File: config.mk
export PLATFORM = sky130hd
export DESIGN_NAME = vx_ti_mem_sched
export DESIGN_NICKNAME = d
export VERILOG_FILES = /design/src/rtl/vx_ti_mem_sched.sv
export SDC_FILE = /design/constraint.sdc
export NUM_CORES = 1
export LEC_CHECK = 0
export ABC_AREA = 1
export CORE_MARGIN = 10
export CORE_UTILIZATION = 40
export CTS_CLUSTER_SIZE = 28
export DETAILED_ROUTE_END_ITERATION = 10
export PLACE_DENSITY = 0.91
export REMOVE_ABC_BUFFERS = 1
export SYNTH_ARGS = -nofsm -noshare
export SYNTH_HDL_FRONTEND = slang
export SYNTH_SLANG_ARGS = --single-unit
File: constraint.sdc
create_clock -name clk -period 4.4 [get_ports clk]
set_input_delay 1.1 -clock clk [delete_from_list [all_inputs] [get_ports clk]]
set_output_delay 1.1 -clock clk [all_outputs]
set_load 0.05 [all_outputs]
File: src/rtl/vx_ti_mem_sched.sv
// Round-robin request scheduler for the TI memory port: tracks in-flight requests in a
// pending table and routes each response back to its requester by slot ID.
module vx_ti_mem_sched #(
   parameter int NUM_REQS     = 4,
   parameter int ADDR_WIDTH   = 32,
   parameter int DATA_WIDTH   = 64,
   parameter int TAG_WIDTH    = 8,
   parameter int MAX_PENDING  = 8,
   localparam int PTAG_WIDTH  = $clog2(MAX_PENDING)
) (
   input  logic                                 clk,
   input  logic                                 reset,
   input  logic [NUM_REQS-1:0]                  req_valid,
   input  logic [NUM_REQS-1:0][ADDR_WIDTH-1:0]  req_addr,
   input  logic [NUM_REQS-1:0][TAG_WIDTH-1:0]   req_tag,
   output logic [NUM_REQS-1:0]                  req_ready,
   output logic                                 mem_req_valid,
   output logic [ADDR_WIDTH-1:0]                mem_req_addr,
   output logic [PTAG_WIDTH-1:0]                mem_req_tag,
   input  logic                                 mem_req_ready,
   input  logic                                 mem_rsp_valid,
   input  logic [DATA_WIDTH-1:0]                mem_rsp_data,
   input  logic [PTAG_WIDTH-1:0]                mem_rsp_tag,
   output logic                                 mem_rsp_ready,
   output logic [NUM_REQS-1:0]                  rsp_valid,
   output logic [DATA_WIDTH-1:0]                rsp_data,
   output logic [TAG_WIDTH-1:0]                 rsp_tag,
   input  logic [NUM_REQS-1:0]                  rsp_ready,
   output logic [PTAG_WIDTH:0]                  pending_count,
   output logic                                 stray_rsp
);

   localparam int RR_WIDTH = $clog2(NUM_REQS);

   logic [MAX_PENDING-1:0] slot_valid_r;
   logic [RR_WIDTH-1:0]    slot_owner_r [MAX_PENDING];
   logic [TAG_WIDTH-1:0]   slot_tag_r   [MAX_PENDING];

   logic                   out_valid_r;
   logic [ADDR_WIDTH-1:0]  out_addr_r;
   logic [PTAG_WIDTH-1:0]  out_slot_r;
   logic [RR_WIDTH-1:0]    rr_ptr_r;
   logic [PTAG_WIDTH:0]    count_r;
   logic                   stray_r;

   logic                   free_found_s;
   logic [PTAG_WIDTH-1:0]  free_slot_s;
   logic                   grant_found_s;
   logic [RR_WIDTH-1:0]    grant_idx_s;
   logic                   can_load_s;
   logic                   grant_s;
   logic [RR_WIDTH-1:0]    owner_s;
   logic                   slot_hit_s;
   logic                   free_s;
   logic [MAX_PENDING-1:0] alloc_mask_s;
   logic [MAX_PENDING-1:0] free_mask_s;

   // Lowest-index free slot, searched over the pre-free mask.
   always_comb begin
      free_found_s = 1'b0;
      free_slot_s  = '0;
      for (int i = 0; i < MAX_PENDING; i++) begin
         if (!free_found_s && !slot_valid_r[PTAG_WIDTH'(i)]) begin
            free_found_s = 1'b1;
            free_slot_s  = PTAG_WIDTH'(i);
         end else begin
            free_found_s = free_found_s;
         end
      end
   end

   // Round-robin search starting at rr_ptr.
   always_comb begin : arb_search
      int cand;
      cand          = 0;
      grant_found_s = 1'b0;
      grant_idx_s   = '0;
      for (int k = 0; k < NUM_REQS; k++) begin
         cand = (int'(rr_ptr_r) + k) % NUM_REQS;
         if (!grant_found_s && req_valid[RR_WIDTH'(cand)]) begin
            grant_found_s = 1'b1;
            grant_idx_s   = RR_WIDTH'(cand);
         end else begin
            grant_found_s = grant_found_s;
         end
      end
   end

   assign can_load_s = (~out_valid_r | mem_req_ready) & free_found_s & ~reset;
   assign grant_s    = can_load_s & grant_found_s;

   // One-hot accept strobe toward the granted requester.
   always_comb begin
      req_ready = '0;
      if (grant_s) begin
         req_ready[grant_idx_s] = 1'b1;
      end else begin
         req_ready = '0;
      end
   end

   assign owner_s    = slot_owner_r[mem_rsp_tag];
   assign slot_hit_s = slot_valid_r[mem_rsp_tag];
   assign rsp_data   = mem_rsp_data;
   assign rsp_tag    = slot_tag_r[mem_rsp_tag];

   // Response routing; responses to empty slots are swallowed.
   always_comb begin
      rsp_valid     = '0;
      mem_rsp_ready = 1'b0;
      if (reset) begin
         mem_rsp_ready = 1'b0;
      end else if (slot_hit_s) begin
         rsp_valid[owner_s] = mem_rsp_valid;
         mem_rsp_ready      = rsp_ready[owner_s];
      end else begin
         mem_rsp_ready = mem_rsp_valid;
      end
   end

   assign free_s       = mem_rsp_valid & slot_hit_s & rsp_ready[owner_s] & ~reset;
   assign alloc_mask_s = grant_s ? (MAX_PENDING'(1) << free_slot_s) : '0;
   assign free_mask_s  = free_s  ? (MAX_PENDING'(1) << mem_rsp_tag) : '0;

   // Pending table: allocation and release never target the same slot.
   always_ff @(posedge clk or posedge reset) begin
      if (reset) begin
         slot_valid_r <= '0;
         for (int i = 0; i < MAX_PENDING; i++) begin
            slot_owner_r[i] <= '0;
            slot_tag_r[i]   <= '0;
         end
      end else begin
         slot_valid_r <= (slot_valid_r & ~free_mask_s) | alloc_mask_s;
         for (int i = 0; i < MAX_PENDING; i++) begin
            if (alloc_mask_s[PTAG_WIDTH'(i)]) begin
               slot_owner_r[i] <= grant_idx_s;
               slot_tag_r[i]   <= req_tag[grant_idx_s];
            end else begin
               slot_owner_r[i] <= slot_owner_r[i];
               slot_tag_r[i]   <= slot_tag_r[i];
            end
         end
      end
   end

   // Output request register and round-robin pointer.
   always_ff @(posedge clk or posedge reset) begin
      if (reset) begin
         out_valid_r <= 1'b0;
         out_addr_r  <= '0;
         out_slot_r  <= '0;
         rr_ptr_r    <= '0;
      end else if (grant_s) begin
         out_valid_r <= 1'b1;
         out_addr_r  <= req_addr[grant_idx_s];
         out_slot_r  <= free_slot_s;
         rr_ptr_r    <= (int'(grant_idx_s) == NUM_REQS - 1) ? '0 : grant_idx_s + RR_WIDTH'(1);
      end else if (mem_req_ready) begin
         out_valid_r <= 1'b0;
      end else begin
         out_valid_r <= out_valid_r;
      end
   end

   // Occupancy counter and stray-response pulse.
   always_ff @(posedge clk or posedge reset) begin
      if (reset) begin
         count_r <= '0;
         stray_r <= 1'b0;
      end else begin
         count_r <= count_r + (PTAG_WIDTH+1)'(grant_s) - (PTAG_WIDTH+1)'(free_s);
         stray_r <= mem_rsp_valid & ~slot_hit_s;
      end
   end

   assign mem_req_valid = out_valid_r;
   assign mem_req_addr  = out_addr_r;
   assign mem_req_tag   = out_slot_r;
   assign pending_count = count_r;
   assign stray_rsp     = stray_r;

endmodule

==> impl_table.tex <==
\begin{tabular}{lr}
\hline
Metric & Value \\
\hline
\multicolumn{2}{l}{\textbf{Global route}} \\
\quad Global-route total usage across every layer & 0.223 \\
\quad Met3 global-route usage & 0.166 \\
\quad Met1 track demand over resource & 0.250 \\
\quad Antenna violations before repair & 1 \\
\quad First-pass GRT wire length & 39000 um \\
\quad Layer carrying the most global-route usage & met2 \\
\quad Total congestion overflow after global routing & 0 \\
\quad Maximum number of pins on one net before global-route repair & 81 \\
\quad Number of global-route vias before repair & between 6000 and 7000 \\
\quad Met2 global-route usage & 0.328 \\
\multicolumn{2}{l}{\textbf{Synthesis}} \\
\quad Number of distinct standard cells referenced by the synthesized netlist & 31 \\
\quad Top cell type's share of synthesized area & 0.334 \\
\quad Share of async-settable or async-resettable flops after synthesis & 1.00 \\
\quad Cell count after synthesis & 1055 \\
\quad Area of the mapped netlist & 6740 um2 \\
\quad Synth area leaders & sky130\_fd\_sc\_hd\_\_dfrtp\_1 (33\%), sky130\_fd\_sc\_hd\_\_nand2\_1 (19\%), sky130\_fd\_sc\_hd\_\_nand3\_1 (15\%) \\
\quad Number of enable-type register cells in the synthesized netlist & 0 \\
\quad Mean Syn Cell Area & 6.39 um2 \\
\quad Prevailing post-synth register cell & sky130\_fd\_sc\_hd\_\_dfrtp\_1 \\
\quad Sequential area share after synthesis & 0.334 \\
\quad Number of register bits inferred by synthesis & 90 \\
\quad Warnings from Yosys & 0 \\
\quad Synth area leader & sky130\_fd\_sc\_hd\_\_dfrtp\_1 \\
\quad Most common library cells after synthesis & sky130\_fd\_sc\_hd\_\_nand2\_1 (344), sky130\_fd\_sc\_hd\_\_nand3\_1 (208), sky130\_fd\_sc\_hd\_\_inv\_1 (173) \\
\quad Cell with the most instances after synthesis & sky130\_fd\_sc\_hd\_\_nand2\_1 \\
\multicolumn{2}{l}{\textbf{Final layout}} \\
\quad Share of cells above drive strength 1 & 0.0599 \\
\quad Non-filler instance count after layout & 1423 \\
\quad Count of inserted antenna diode cells & 0 \\
\quad Nets@finish & 1446 \\
\quad Synthesis-to-layout area growth & 36.2\% \\
\quad Fillers & 1494 \\
\multicolumn{2}{l}{\textbf{Timing}} \\
\quad Highest Clock Rate & 239 MHz \\
\quad Hold Vio Cnt, Final & 0 \\
\quad Final-layout worst hold slack & 482 ps \\
\quad Accumulated negative setup slack & 0 ps \\
\quad Setup Viol. Count Final & 0 \\
\quad Worst clock skew on the final layout & 9.78 ps \\
\quad Minimum clock period & 4190 ps \\
\quad Share of the clock period used by the worst path after layout & 0.953 \\
\quad Post-route worst setup slack & between 200 and 250 ps \\
\quad Number of max-slew violations in the final report & 0 \\
\quad Headroom to the max-slew limit & 0.329 \\
\quad Worst Tran Pin Value & 1000 ps \\
\multicolumn{2}{l}{\textbf{Route}} \\
\quad DR DRC count & 0 \\
\quad Number of routed nets with antenna violations & 0 \\
\quad Iteration-0 DRC Markers & 488 \\
\quad Post-detailed-route via-to-cell ratio & about 5.0 \\
\quad Routed length per instance & 18.3 um \\
\quad First drt pass iteration count & 5 \\
\quad Total via count in the routed design & 7178 \\
\quad Routed Wire Length & 26000 um \\
\multicolumn{2}{l}{\textbf{Run status}} \\
\quad Result of the run & complete, no violations \\
\multicolumn{2}{l}{\textbf{Clock network}} \\
\quad Post-CTS repair timing setup buffer count & 0 \\
\quad Post-cts sizing count & 0 \\
\quad Sink count of the clock tree & 90 \\
\quad Hold-fix buffer count after cts & 0 \\
\quad Number of clock buffers inserted by TritonCTS & 9 \\
\quad Number of levels the H-tree was split into & 3 \\
\quad Clock Latency Late Sink & between 300 and 400 ps \\
\quad TritonCTS clock tree & yes \\
\quad Buffer cell driving the clock tree root & sky130\_fd\_sc\_hd\_\_clkbuf\_16 \\
\quad Clock buffer depth & 2 \\
\quad Clock edge transition at the registers on the reported setup and hold paths & 70 ps \\
\multicolumn{2}{l}{\textbf{Run}} \\
\quad Number of violations of the max-capacitance limit & 0 \\
\multicolumn{2}{l}{\textbf{Pwr}} \\
\quad Sw Share & 0.549 \\
\quad Peak supply drop & 0.700 mV \\
\quad Internal power consumption & 3.37 mW \\
\quad Clock power frac & 0.111 \\
\quad Pleak & between 4 and 5 nW \\
\quad Relative contribution of sequential cells to total power & 0.198 \\
\quad Total power & 7.46 mW \\
\quad Logic pwr share & 0.691 \\
\quad Net switching power & 4.10 mW \\
\quad Power per unit of standard cell area & 813 nW/um2 \\
\multicolumn{2}{l}{\textbf{Critical path}} \\
\quad Crit. Startpoint & mem\_rsp\_tag[0] \\
\quad R2R cell count & 13 \\
\quad Endpoint class of the critical path & primary output \\
\quad Critical Path RT & 3300 ps \\
\quad Arrival time at the worst endpoint & 3090 ps \\
\quad Crit Path Class & input pin to primary output \\
\quad End of the worst register-to-register path & slot\_tag\_r[35] \\
\quad Maximum fanout count along the critical path & 7 \\
\quad R2r setup slk & 1280 ps \\
\quad Worst setup path endpoint & mem\_rsp\_ready \\
\quad Launch point of the worst reg-to-reg path & rr\_ptr\_r[0] \\
\quad Startpoint Class & input pin \\
\multicolumn{2}{l}{\textbf{Placement}} \\
\quad Sum of net half-perimeters after detailed placement & 20900 um \\
\quad Final weighted congestion in routability-driven placement & 0.904 \\
\quad Pre-CTS worst setup slack & 127 ps \\
\quad Placed instance count & between 1000 and 1500 \\
\quad Port bufs & 231 \\
\multicolumn{2}{l}{\textbf{Min path}} \\
\quad Worst min-delay path category & flip-flop to flip-flop \\
\multicolumn{2}{l}{\textbf{Floorplanning}} \\
\quad Effective utilization at floorplan & 0.407 \\
\quad Number of core rows & 47 \\
\quad Floorplan Core Area & 16600 um2 \\
\quad Chip Height & 150 um \\
\quad Area of the die & between 20000 and 25000 um2 \\
\quad Overall die width & 150 um \\
\quad Number of top-level pins & approximately 360 \\
\hline
\end{tabular}
[cell usage in the layout (no fill, tap or decap), types with 2 or more instances in the layout]
cell type / instances
sky130_fd_sc_hd__nand4_1: 5
sky130_fd_sc_hd__nor2_1: 32
sky130_fd_sc_hd__buf_4: 20
sky130_fd_sc_hd__inv_2: 6
sky130_fd_sc_hd__nand2_1: 342
sky130_fd_sc_hd__inv_1: 171
sky130_fd_sc_hd__nor2_4: 4
sky130_fd_sc_hd__dfrtp_1: 90
sky130_fd_sc_hd__o21ai_1: 5
sky130_fd_sc_hd__inv_8: 4
sky130_fd_sc_hd__a22oi_1: 17
sky130_fd_sc_hd__nand2_2: 6
sky130_fd_sc_hd__clkbuf_16: 9
sky130_fd_sc_hd__nor3_1: 4
sky130_fd_sc_hd__o22ai_1: 2
sky130_fd_sc_hd__ha_1: 8
sky130_fd_sc_hd__a21oi_1: 15
sky130_fd_sc_hd__buf_12: 15
sky130_fd_sc_hd__o21ai_0: 10
sky130_fd_sc_hd__clkdlybuf4s50_1: 214
sky130_fd_sc_hd__nand3_1: 207
sky130_fd_sc_hd__xnor2_1: 2
[final cells by class]
class | count | area (um2) | share of cell area
multi-input cells | 669 | 3070 | 0.335
repair buffers | 249 | 2590 | 0.282
flip-flops and latches | 90 | 2250 | 0.245
inverters | 179 | 674 | 0.0734
well taps | 220 | 275 | 0.0300
clock buffers | 9 | 225 | 0.0245
clock inverters | 7 | 91.3 | 0.00995
[layer usage]
| metal | part of all wire | wire length (um) |
|---|---|---|
| met5 | 0.0035 | 92 |
| met4 | 0.017 | 430 |
| met3 | 0.17 | 4510 |
| met2 | 0.43 | 11100 |
| met1 | 0.38 | 9920 |
[cells by family (layout without fill, tap and decap cells)]
logic type | Yosys count | count (layout) | synth area share
xor gates and xnor gates | 3 | 3 | 0.00390
and+or+nand+nor | 605 | 605 | 0.385
AOI/OAI and AO/OA | 51 | 51 | 0.0451
DFF | 90 | 90 | 0.334
other | 1 | 1 | 0.000556
adders and majority gates | 9 | 9 | 0.0178
buffers and inverters | 296 | 444 | 0.214
[power groups by stage]
stage / logic, mW / registers [mW] / clock network [mW]
2_1_floorplan: 2.86 / 2.04 / 0
3_3_place_gp: 5.04 / 1.47 / 0
3_5_place_dp: 5.16 / 1.48 / 0
4_1_cts: 5.18 / 1.47 / 0.847
5_1_grt: 5.72 / 1.52 / 0.882
6_report: 5.15 / 1.48 / 0.830
[worst min-delay path by stage]
stage	startpoint	to	cells after the start	slack (ps)
floorplan	slot_tag_r[40]	slot_tag_r[40]	2	450
global placement	mem_req_addr[8]	mem_req_addr[8]	2	460
finish	mem_req_addr[8]	mem_req_addr[8]	2	480
CTS	mem_req_addr[0]	mem_req_addr[0]	2	480
global route	mem_req_addr[12]	mem_req_addr[12]	2	490
detailed placement	mem_req_addr[0]	mem_req_addr[0]	2	460
[flip-flops by register name (all words and copies together), names as in the netlist]
signal,count
mem_req_addr,32
mem_req_tag,2
mem_req_valid,1
pending_count,4
rr_ptr_r,2
slot_owner_r,8
slot_tag_r,32
slot_valid_r,8
stray_rsp,1
[critical path, cell delays in order]
cell and delay (ps):
sky130_fd_sc_hd__clkdlybuf4s50_1 560, sky130_fd_sc_hd__nand2_1 120, sky130_fd_sc_hd__inv_1 210, sky130_fd_sc_hd__a22oi_1 100
sky130_fd_sc_hd__nand2_1 140, sky130_fd_sc_hd__nand2_2 110, sky130_fd_sc_hd__nand2_1 70, sky130_fd_sc_hd__o21ai_0 80
sky130_fd_sc_hd__nand2_1 160, sky130_fd_sc_hd__nand3_1 110, sky130_fd_sc_hd__a21oi_2 180, sky130_fd_sc_hd__buf_12 160
[metrics by stage]
| step | utilization | cell area (um2) |
|---|---|---|
| CTS | 0.553 | 9180 |
| finish | 0.554 | 9180 |
| floorplan | - | 5980 |
| detailed placement | 0.534 | 8860 |
| global placement | 0.534 | 8860 |
| global route | 0.554 | 9180 |
(Power assumes the default switching activity.)
